**config.mk**
```make
export PLATFORM = sky130hd
export DESIGN_NAME = add512_limb_seq_flat
export DESIGN_NICKNAME = d
export VERILOG_FILES = /design/src/rtl/add512_limb_seq_if.sv /design/src/rtl/add512_limb_seq.sv /design/src/flat_wrapper.sv
export SDC_FILE = /design/constraint.sdc
export NUM_CORES = 2
export LEC_CHECK = 0
export ABC_AREA = 1
export BUFFER_PORTS_ARGS = -buffer_cell sky130_fd_sc_hd__buf_2
export CELL_PAD_IN_SITES_DETAIL_PLACEMENT = 0
export CELL_PAD_IN_SITES_GLOBAL_PLACEMENT = 1
export CORE_AREA = 2 2 671 673
export DETAILED_ROUTE_END_ITERATION = 16
export DIE_AREA = 0 0 673 675
export GPL_TIMING_DRIVEN = 0
export PLACE_DENSITY_LB_ADDON = 0.2
export SKIP_CTS_REPAIR_TIMING = 1
export SLEW_MARGIN = 15
export SYNTH_ARGS = -nofsm -noshare
export SYNTH_HDL_FRONTEND = slang
export SYNTH_SLANG_ARGS = --single-unit
```
**constraint.sdc**
```tcl
create_clock -name clk -period 128 [get_ports clk]
set_input_delay 19.2 -clock clk [delete_from_list [all_inputs] [get_ports clk]]
set_output_delay 19.2 -clock clk [all_outputs]
set_load 0.03 [all_outputs]
```
**src/rtl/add512_limb_seq_if.sv**
```systemverilog
// add512_limb_seq_if: bundles the request, adder-stage and response signals
// of the 512-bit limb-sequenced adder.
//   request  : in_valid/in_ready handshake, in_a, in_b, in_cin
//   adder    : add_en, add_a, add_b out to the 64-bit registered adder stage;
//              add_res back from its output register
//   response : out_valid/out_ready handshake, out_sum, out_cout
// Modports: slave = the sequencer itself, master = whatever sits around it
// (feeder, adder stage and consumer).
interface add512_limb_seq_if #(
  parameter int LIMB_W = 64,
  parameter int LIMBS  = 8
) ();
  localparam int W = LIMB_W * LIMBS;

  logic              in_valid;
  logic              in_ready;
  logic [W-1:0]      in_a;
  logic [W-1:0]      in_b;
  logic              in_cin;
  logic              add_en;
  logic [LIMB_W-1:0] add_a;
  logic [LIMB_W-1:0] add_b;
  logic [LIMB_W-1:0] add_res;
  logic              out_valid;
  logic              out_ready;
  logic [W-1:0]      out_sum;
  logic              out_cout;

  modport slave (
    input  in_valid, in_a, in_b, in_cin, add_res, out_ready,
    output in_ready, add_en, add_a, add_b, out_valid, out_sum, out_cout
  );

  modport master (
    output in_valid, in_a, in_b, in_cin, add_res, out_ready,
    input  in_ready, add_en, add_a, add_b, out_valid, out_sum, out_cout
  );
endinterface

```
**src/rtl/add512_limb_seq.sv**
```systemverilog
// add512_limb_seq: computes A+B+cin on LIMBS*LIMB_W-bit operands by streaming
// limb pairs through an external registered LIMB_W-bit adder (carry-in tied 0,
// no carry out) and rippling the inter-limb carry here.
// Ports:
//   clk  - clock, all state on rising edge
//   rst  - asynchronous active-high reset
//   bus  - add512_limb_seq_if.slave (request, adder-stage and response groups)
// Timing: ISSUE presents limb k in cycle t0+k (t0..t0+LIMBS-1) plus one flush
// cycle; the adder's result for limb k shows up on add_res in cycle t0+k+2,
// so collection trails issue by two cycles and finishes in DRAIN.
module add512_limb_seq #(
  parameter int LIMB_W = 64,
  parameter int LIMBS  = 8,
  parameter int CNT_W  = 4
) (
  input  logic              clk,
  input  logic              rst,
  add512_limb_seq_if.slave  bus
);
  localparam int W = LIMB_W * LIMBS;

  typedef enum logic [1:0] {IDLE, ISSUE, DRAIN, DONE} state_e;

  state_e            state_q, state_d;
  logic [W-1:0]      a_q, a_d, b_q, b_d, sum_q, sum_d;
  logic              carry_q, carry_d, cout_q, cout_d;
  logic [CNT_W-1:0]  iss_cnt_q, iss_cnt_d, col_cnt_q, col_cnt_d;
  // vld_pipe_q[0]: a real limb was issued last cycle; [1]: two cycles ago,
  // i.e. add_res carries a limb sum this cycle.
  logic [1:0]        vld_pipe_q, vld_pipe_d;

  logic [LIMB_W-1:0] iss_a, iss_b, s, sum_j;
  logic              a_msb, b_msb, g, carry_next, issue_limb, collect;

  // Limb selection for issue and for the collect-side carry recovery.
  always_comb begin
    iss_a = '0;
    iss_b = '0;
    a_msb = 1'b0;
    b_msb = 1'b0;
    for (int k = 0; k < LIMBS; k++) begin
      if (state_q == ISSUE && iss_cnt_q == CNT_W'(k)) begin
        iss_a = a_q[k*LIMB_W +: LIMB_W];
        iss_b = b_q[k*LIMB_W +: LIMB_W];
      end
      if (col_cnt_q == CNT_W'(k)) begin
        a_msb = a_q[k*LIMB_W + LIMB_W-1];
        b_msb = b_q[k*LIMB_W + LIMB_W-1];
      end
    end
  end

  assign issue_limb = (state_q == ISSUE) && (iss_cnt_q < CNT_W'(LIMBS));
  assign collect    = vld_pipe_q[1];

  // The adder drops its carry out; rebuild it from the operand MSBs and the
  // result MSB, then fold in the running carry.
  assign s          = bus.add_res;
  assign g          = (a_msb & b_msb) | ((a_msb ^ b_msb) & ~s[LIMB_W-1]);
  assign sum_j      = s + {{(LIMB_W-1){1'b0}}, carry_q};
  assign carry_next = g | (carry_q & (&s));

  always_comb begin
    state_d    = state_q;
    a_d        = a_q;
    b_d        = b_q;
    sum_d      = sum_q;
    carry_d    = carry_q;
    cout_d     = cout_q;
    iss_cnt_d  = iss_cnt_q;
    col_cnt_d  = col_cnt_q;
    vld_pipe_d = {vld_pipe_q[0], issue_limb};

    if (collect) begin
      for (int k = 0; k < LIMBS; k++)
        if (col_cnt_q == CNT_W'(k)) sum_d[k*LIMB_W +: LIMB_W] = sum_j;
      carry_d   = carry_next;
      col_cnt_d = col_cnt_q + 1'b1;
    end

    unique case (state_q)
      IDLE: begin
        if (bus.in_valid) begin
          a_d       = bus.in_a;
          b_d       = bus.in_b;
          carry_d   = bus.in_cin;
          iss_cnt_d = '0;
          col_cnt_d = '0;
          state_d   = ISSUE;
        end
      end
      ISSUE: begin
        iss_cnt_d = iss_cnt_q + 1'b1;
        // Count LIMBS is the flush cycle: zero operands, enable still high
        // so the last limb reaches the adder output register.
        if (iss_cnt_q == CNT_W'(LIMBS)) state_d = DRAIN;
      end
      DRAIN: begin
        cout_d  = carry_next;
        state_d = DONE;
      end
      DONE: begin
        if (bus.out_ready) state_d = IDLE;
      end
      default: state_d = IDLE;
    endcase
  end

  always_ff @(posedge clk or posedge rst) begin
    if (rst) state_q <= IDLE;
    else     state_q <= state_d;
  end

  always_ff @(posedge clk or posedge rst) begin
    if (rst) begin
      a_q        <= '0;
      b_q        <= '0;
      sum_q      <= '0;
      carry_q    <= 1'b0;
      cout_q     <= 1'b0;
      iss_cnt_q  <= '0;
      col_cnt_q  <= '0;
      vld_pipe_q <= '0;
    end else begin
      a_q        <= a_d;
      b_q        <= b_d;
      sum_q      <= sum_d;
      carry_q    <= carry_d;
      cout_q     <= cout_d;
      iss_cnt_q  <= iss_cnt_d;
      col_cnt_q  <= col_cnt_d;
      vld_pipe_q <= vld_pipe_d;
    end
  end

  // Outputs decode straight from state so add_en falls with async reset.
  assign bus.in_ready  = (state_q == IDLE);
  assign bus.add_en    = (state_q == ISSUE);
  assign bus.add_a     = iss_a;
  assign bus.add_b     = iss_b;
  assign bus.out_valid = (state_q == DONE);
  assign bus.out_sum   = sum_q;
  assign bus.out_cout  = cout_q;
endmodule

```
**src/flat_wrapper.sv**
```systemverilog
// flat-port wrapper written by rule: the top's interface ports become plain ports
module add512_limb_seq_flat 
#(
  parameter int LIMB_W = 64,
  parameter int LIMBS  = 8,
  parameter int CNT_W  = 4
)
  (clk, rst, bus_in_valid, bus_in_a, bus_in_b, bus_in_cin, bus_add_res, bus_out_ready, bus_in_ready, bus_add_en, bus_add_a, bus_add_b, bus_out_valid, bus_out_sum, bus_out_cout);
  add512_limb_seq_if #(.LIMB_W(LIMB_W), .LIMBS(LIMBS)) bus_i ();
  input  logic clk;
  input  logic rst;
  input wire logic [$bits(bus_i.in_valid)-1:0] bus_in_valid;
  input wire logic [$bits(bus_i.in_a)-1:0] bus_in_a;
  input wire logic [$bits(bus_i.in_b)-1:0] bus_in_b;
  input wire logic [$bits(bus_i.in_cin)-1:0] bus_in_cin;
  input wire logic [$bits(bus_i.add_res)-1:0] bus_add_res;
  input wire logic [$bits(bus_i.out_ready)-1:0] bus_out_ready;
  output wire logic [$bits(bus_i.in_ready)-1:0] bus_in_ready;
  output wire logic [$bits(bus_i.add_en)-1:0] bus_add_en;
  output wire logic [$bits(bus_i.add_a)-1:0] bus_add_a;
  output wire logic [$bits(bus_i.add_b)-1:0] bus_add_b;
  output wire logic [$bits(bus_i.out_valid)-1:0] bus_out_valid;
  output wire logic [$bits(bus_i.out_sum)-1:0] bus_out_sum;
  output wire logic [$bits(bus_i.out_cout)-1:0] bus_out_cout;
  assign bus_i.in_valid = bus_in_valid;
  assign bus_i.in_a = bus_in_a;
  assign bus_i.in_b = bus_in_b;
  assign bus_i.in_cin = bus_in_cin;
  assign bus_i.add_res = bus_add_res;
  assign bus_i.out_ready = bus_out_ready;
  assign bus_in_ready = bus_i.in_ready;
  assign bus_add_en = bus_i.add_en;
  assign bus_add_a = bus_i.add_a;
  assign bus_add_b = bus_i.add_b;
  assign bus_out_valid = bus_i.out_valid;
  assign bus_out_sum = bus_i.out_sum;
  assign bus_out_cout = bus_i.out_cout;
  add512_limb_seq #(.LIMB_W(LIMB_W), .LIMBS(LIMBS), .CNT_W(CNT_W)) u_core (.clk(clk), .rst(rst), .bus(bus_i));
endmodule
```
==> metrics.md <==
| Metric | Value |
|---|---|
| Status | `completed` |
| Count of endpoints failing hold in the final timing report | `0` |
| LEAKAGE | `approximately 50 nW` |
| Mapped Area | `roughly 70,000 µm²` |
| Nature of the critical path endpoint | `primary output` |
| Clock latency at the later pin of the worst-skew pair | `around 0.95 ns` |
| WL per Instance | `27.8 µm` |
| CTS tree | `done` |
| Number of warning messages in the yosys log | `0` |
| Layout cells sized above 1 | `about a fifth` |
| Power consumption | `roughly 0.0025 W` |
| FFs w/ async S/R, synth | `100%` |
| GRT Total Usage | `about a fifth` |
| Final design area excluding fillers | `95,600 µm²` |
| Total Die Area | `approximately 450,000 µm²` |
| Worst Hold Slack | `0.352 ns` |
| Classification of the worst setup path | `flop to primary output` |
| # nets final | `12,700` |
| Grt ovf | `0` |
| Number of search-and-repair iterations in the first detailed-routing pass | `8` |
| Crit path required time | `around 110 ns` |
| Pin count of the biggest net entering global routing | `99` |
| Met3 track demand over resource in global routing | `a little under 4%` |
| Std cell rows | `roughly 250` |
| Part of the power in combinational logic | `41.1%` |
| Net count after synthesis | `roughly 11,000` |
| Synthesis-to-layout area growth | `34.8%` |
| Synth cell types | `37` |
| Number of nets still failing antenna checks after routing | `0` |
| Shortest period the worst path allows | `between 20 and 25 ns` |
| Area share of the largest cell type after synthesis | `about 55%` |
| Placeable core region | `~450,000 µm²` |
| Most frequent cell after synthesis | `sky130_fd_sc_hd__nand2_1` |
| Number of register bits inferred by synthesis | `around 1,600` |
| Number of synthesized flops with an enable pin | `0` |
| Layer carrying the most global-route usage | `met2` |
| Setup violators final | `0` |
| Clock buffers created by TritonCTS | `~210` |
| RePlAce Congestion | `between 0.9 and 1` |
| Synthesized netlist cell count | `between 9,000 and 10,000` |
| RSZ-0062 raised after global routing | `no` |
| I/O Buffers | `1,736` |
| Worst rel slew slack | `19.6%` |
| Initial antenna violation count | `~230` |
| TritonCTS Sinks | `around 1,600` |
| WL final | `between 400,000 and 500,000 µm` |
| Post-DR vias/cell | `roughly 3.9` |
| Clock transition at the register clock pins on the worst setup and hold paths after CTS | `~0.060 ns` |
| Vias | `69,800` |
| Multi-input logic area | `about 28,000 µm²` |
| Clock tree skew after final layout | `0.0586 ns` |
| Worst Max-Slew Pin Slew | `roughly 1.2 ns` |
| Synth area leader | `sky130_fd_sc_hd__dfrtp_1` |
| Register cell area after layout | `roughly 39,000 µm²` |
| Number of fill cells in the layout | `a little over 50,000` |
| Mean instance size in the synthesized netlist | `between 7 and 8 µm²` |
| First-pass GRT wire length | `647,000 µm` |
| Final max-slew violation count | `0` |
| Max Buffers Root-to-Sink | `4` |
| Num ports | `approximately 1,700` |
| Instance area after placement | `just under 90,000 µm²` |
| Setup crit start kind | `flop` |
| Root buffer cell | `sky130_fd_sc_hd__clkbuf_16` |
| Period utilisation layout | `around a fifth` |
| Die Height | `675 µm` |
| Clock share of power | `24.4%` |
| Crit path DAT | `a little under 6 ns` |
| Power density relative to cell area | `between 20 and 30 nW/µm²` |
| Cells taking the most area after synthesis | `sky130_fd_sc_hd__dfrtp_1 (55%), sky130_fd_sc_hd__nand2_1 (30%), sky130_fd_sc_hd__o21ai_0 (3.5%)` |
| Post-DP HPWL | `roughly 410,000 µm` |
| Largest fanout on the critical path | `10` |
| Cell internal pwr | `0.00133 W` |
| CTS H-tree lvls | `4` |
| Fraction of power consumed by sequential logic | `34.4%` |
| Worst vdd rail ir drop | `around 12 µV` |
| Met1 global-route usage | `23.7%` |
| Drt initial violations | `approximately 4,500` |
| Starting density of the core | `between 10% and 20%` |
| Synth cell count leaders | `sky130_fd_sc_hd__nand2_1 (5,639), sky130_fd_sc_hd__dfrtp_1 (1,550), sky130_fd_sc_hd__inv_1 (563), sky130_fd_sc_hd__o21ai_0 (500), sky130_fd_sc_hd__nand3_1 (472)` |
| Switch share | `46.6%` |
| Highest achievable clock rate | `about 40 MHz` |
| Via count of the first global-routing pass | `just over 70,000` |
| Overall die width | `673 µm` |
| Met2 usage | `roughly two fifths` |
| Count of unresolved DRC violations after routing | `0` |
| Total negative slack | `0 ns` |
| Prevailing post-synth register cell | `sky130_fd_sc_hd__dfrtp_1` |
| P_sw | `approximately 0.0012 W` |
| Fraction of the yosys area taken by sequential cells | `a little over half` |
| Worst hold path class | `flop to flop` |
| Count of max-cap constraint violations | `0` |
## power groups by stage
stage	sequential [W]	combinational, W	clock (W)
after CTS	0.000856	0.00104	0.000630
after floorplan	0.000984	0.000427	0
final	0.000856	0.00102	0.000608
after detailed placement	0.000861	0.00104	0
after global placement	0.000874	0.00103	0
after global routing	0.000882	0.00112	0.000646
## critical path: stages, from the launching register on
cell and delay [ns]:
sky130_fd_sc_hd__dfrtp_1 0.40, sky130_fd_sc_hd__inv_1 0.10, sky130_fd_sc_hd__ha_1 0.39, sky130_fd_sc_hd__buf_2 0.34
sky130_fd_sc_hd__nand3_1 0.77, sky130_fd_sc_hd__inv_2 0.55, sky130_fd_sc_hd__buf_2 0.57, sky130_fd_sc_hd__buf_2 0.44
sky130_fd_sc_hd__nand2_1 0.09, sky130_fd_sc_hd__nand3_1 0.24, sky130_fd_sc_hd__nand2_1 0.11, sky130_fd_sc_hd__a21oi_1 0.52
sky130_fd_sc_hd__buf_2 0.31
## per-stage QoR
| step | instances | utilization (%) | setup slack [ns] |
|---|---|---|---|
| after floorplan | 9562 | - | 65.07 |
| after global placement | 17300 | 19.5 | 36.71 |
| after detailed placement | 17300 | 19.8 | 103.52 |
| after CTS | 17700 | 21.3 | 102.48 |
| after global routing | 17700 | 21.4 | 102.66 |
| final | 17800 | 21.4 | 103.02 |
## flip-flops by register name (all words and copies together) (netlist names)
signal               cells
u_core.a_q             512
u_core.b_q             512
u_core.iss_cnt_q         4
u_core.bus.out_sum     512
u_core.bus.out_cout      1
u_core.state_q           2
u_core.col_cnt_q         4
u_core.vld_pipe_q        2
u_core.carry_q           1
## metal layers
layer  up-vias  wire (µm)
met5         -        767
met4       124      20800
met3       720      24400
met2      1974     257000
met1     33700     191000
li1      33200          -
## layout make-up
type	instances	area share (%)
clock buffers	315	6.37
inverters	578	2.28
diodes	88	0.230
flip-flops and latches	1550	40.6
plain buffers	524	2.18
well taps	5952	7.79
clock inverters	57	0.759
multi-input cells	6910	29.5
repair buffers	1793	10.3
## placed cells by master, fill, tap and decap left out, types with 9 or more instances in the layout
cell type	instances
sky130_fd_sc_hd__nand4_1	24
sky130_fd_sc_hd__diode_2	88
sky130_fd_sc_hd__inv_2	13
sky130_fd_sc_hd__bufinv_16	12
sky130_fd_sc_hd__ha_1	15
sky130_fd_sc_hd__or2_2	29
sky130_fd_sc_hd__clkbuf_2	25
sky130_fd_sc_hd__xor2_2	18
sky130_fd_sc_hd__inv_1	562
sky130_fd_sc_hd__nand3_1	472
sky130_fd_sc_hd__o21ai_1	9
sky130_fd_sc_hd__o21ai_0	500
sky130_fd_sc_hd__buf_2	1806
sky130_fd_sc_hd__clkbuf_16	210
sky130_fd_sc_hd__nor3_1	12
sky130_fd_sc_hd__clkinv_2	25
sky130_fd_sc_hd__buf_16	25
sky130_fd_sc_hd__a21oi_1	14
sky130_fd_sc_hd__buf_12	10
sky130_fd_sc_hd__nor2_1	117
sky130_fd_sc_hd__clkbuf_1	455
sky130_fd_sc_hd__buf_1	35
sky130_fd_sc_hd__clkbuf_8	44
sky130_fd_sc_hd__dfrtp_1	1550
sky130_fd_sc_hd__xnor2_2	17
sky130_fd_sc_hd__buf_6	18
sky130_fd_sc_hd__nand2_1	5636
## kinds of logic after synthesis
kind of cell | Yosys count | share of synthesized area [%]
buffers and inverters | 1102 | 5.96
and+or+nand+nor | 6319 | 34.6
adders and majority gates | 15 | 0.265
DFF | 1550 | 54.7
xor gates and xnor gates | 43 | 0.632
AOI/OAI and AO/OA | 533 | 3.80
## final timing paths
path                                       from                 endpoint  slack (ns)  depth (start not counted)
max                           u_core.state_q[1]             bus_add_b[7]      103.02                         12
min                        u_core.vld_pipe_q[0]     u_core.vld_pipe_q[1]        0.35                          0
max reg2reg                   u_core.state_q[1]          u_core.b_q[511]      123.33                         10
min reg2reg                u_core.vld_pipe_q[0]     u_core.vld_pipe_q[1]        0.35                          0
max in group asynchronous                   rst          u_core.b_q[482]      106.95                          7
min in group asynchronous                   rst  u_core.bus.out_sum[450]       18.36                          2
(Power assumes the default switching activity.)
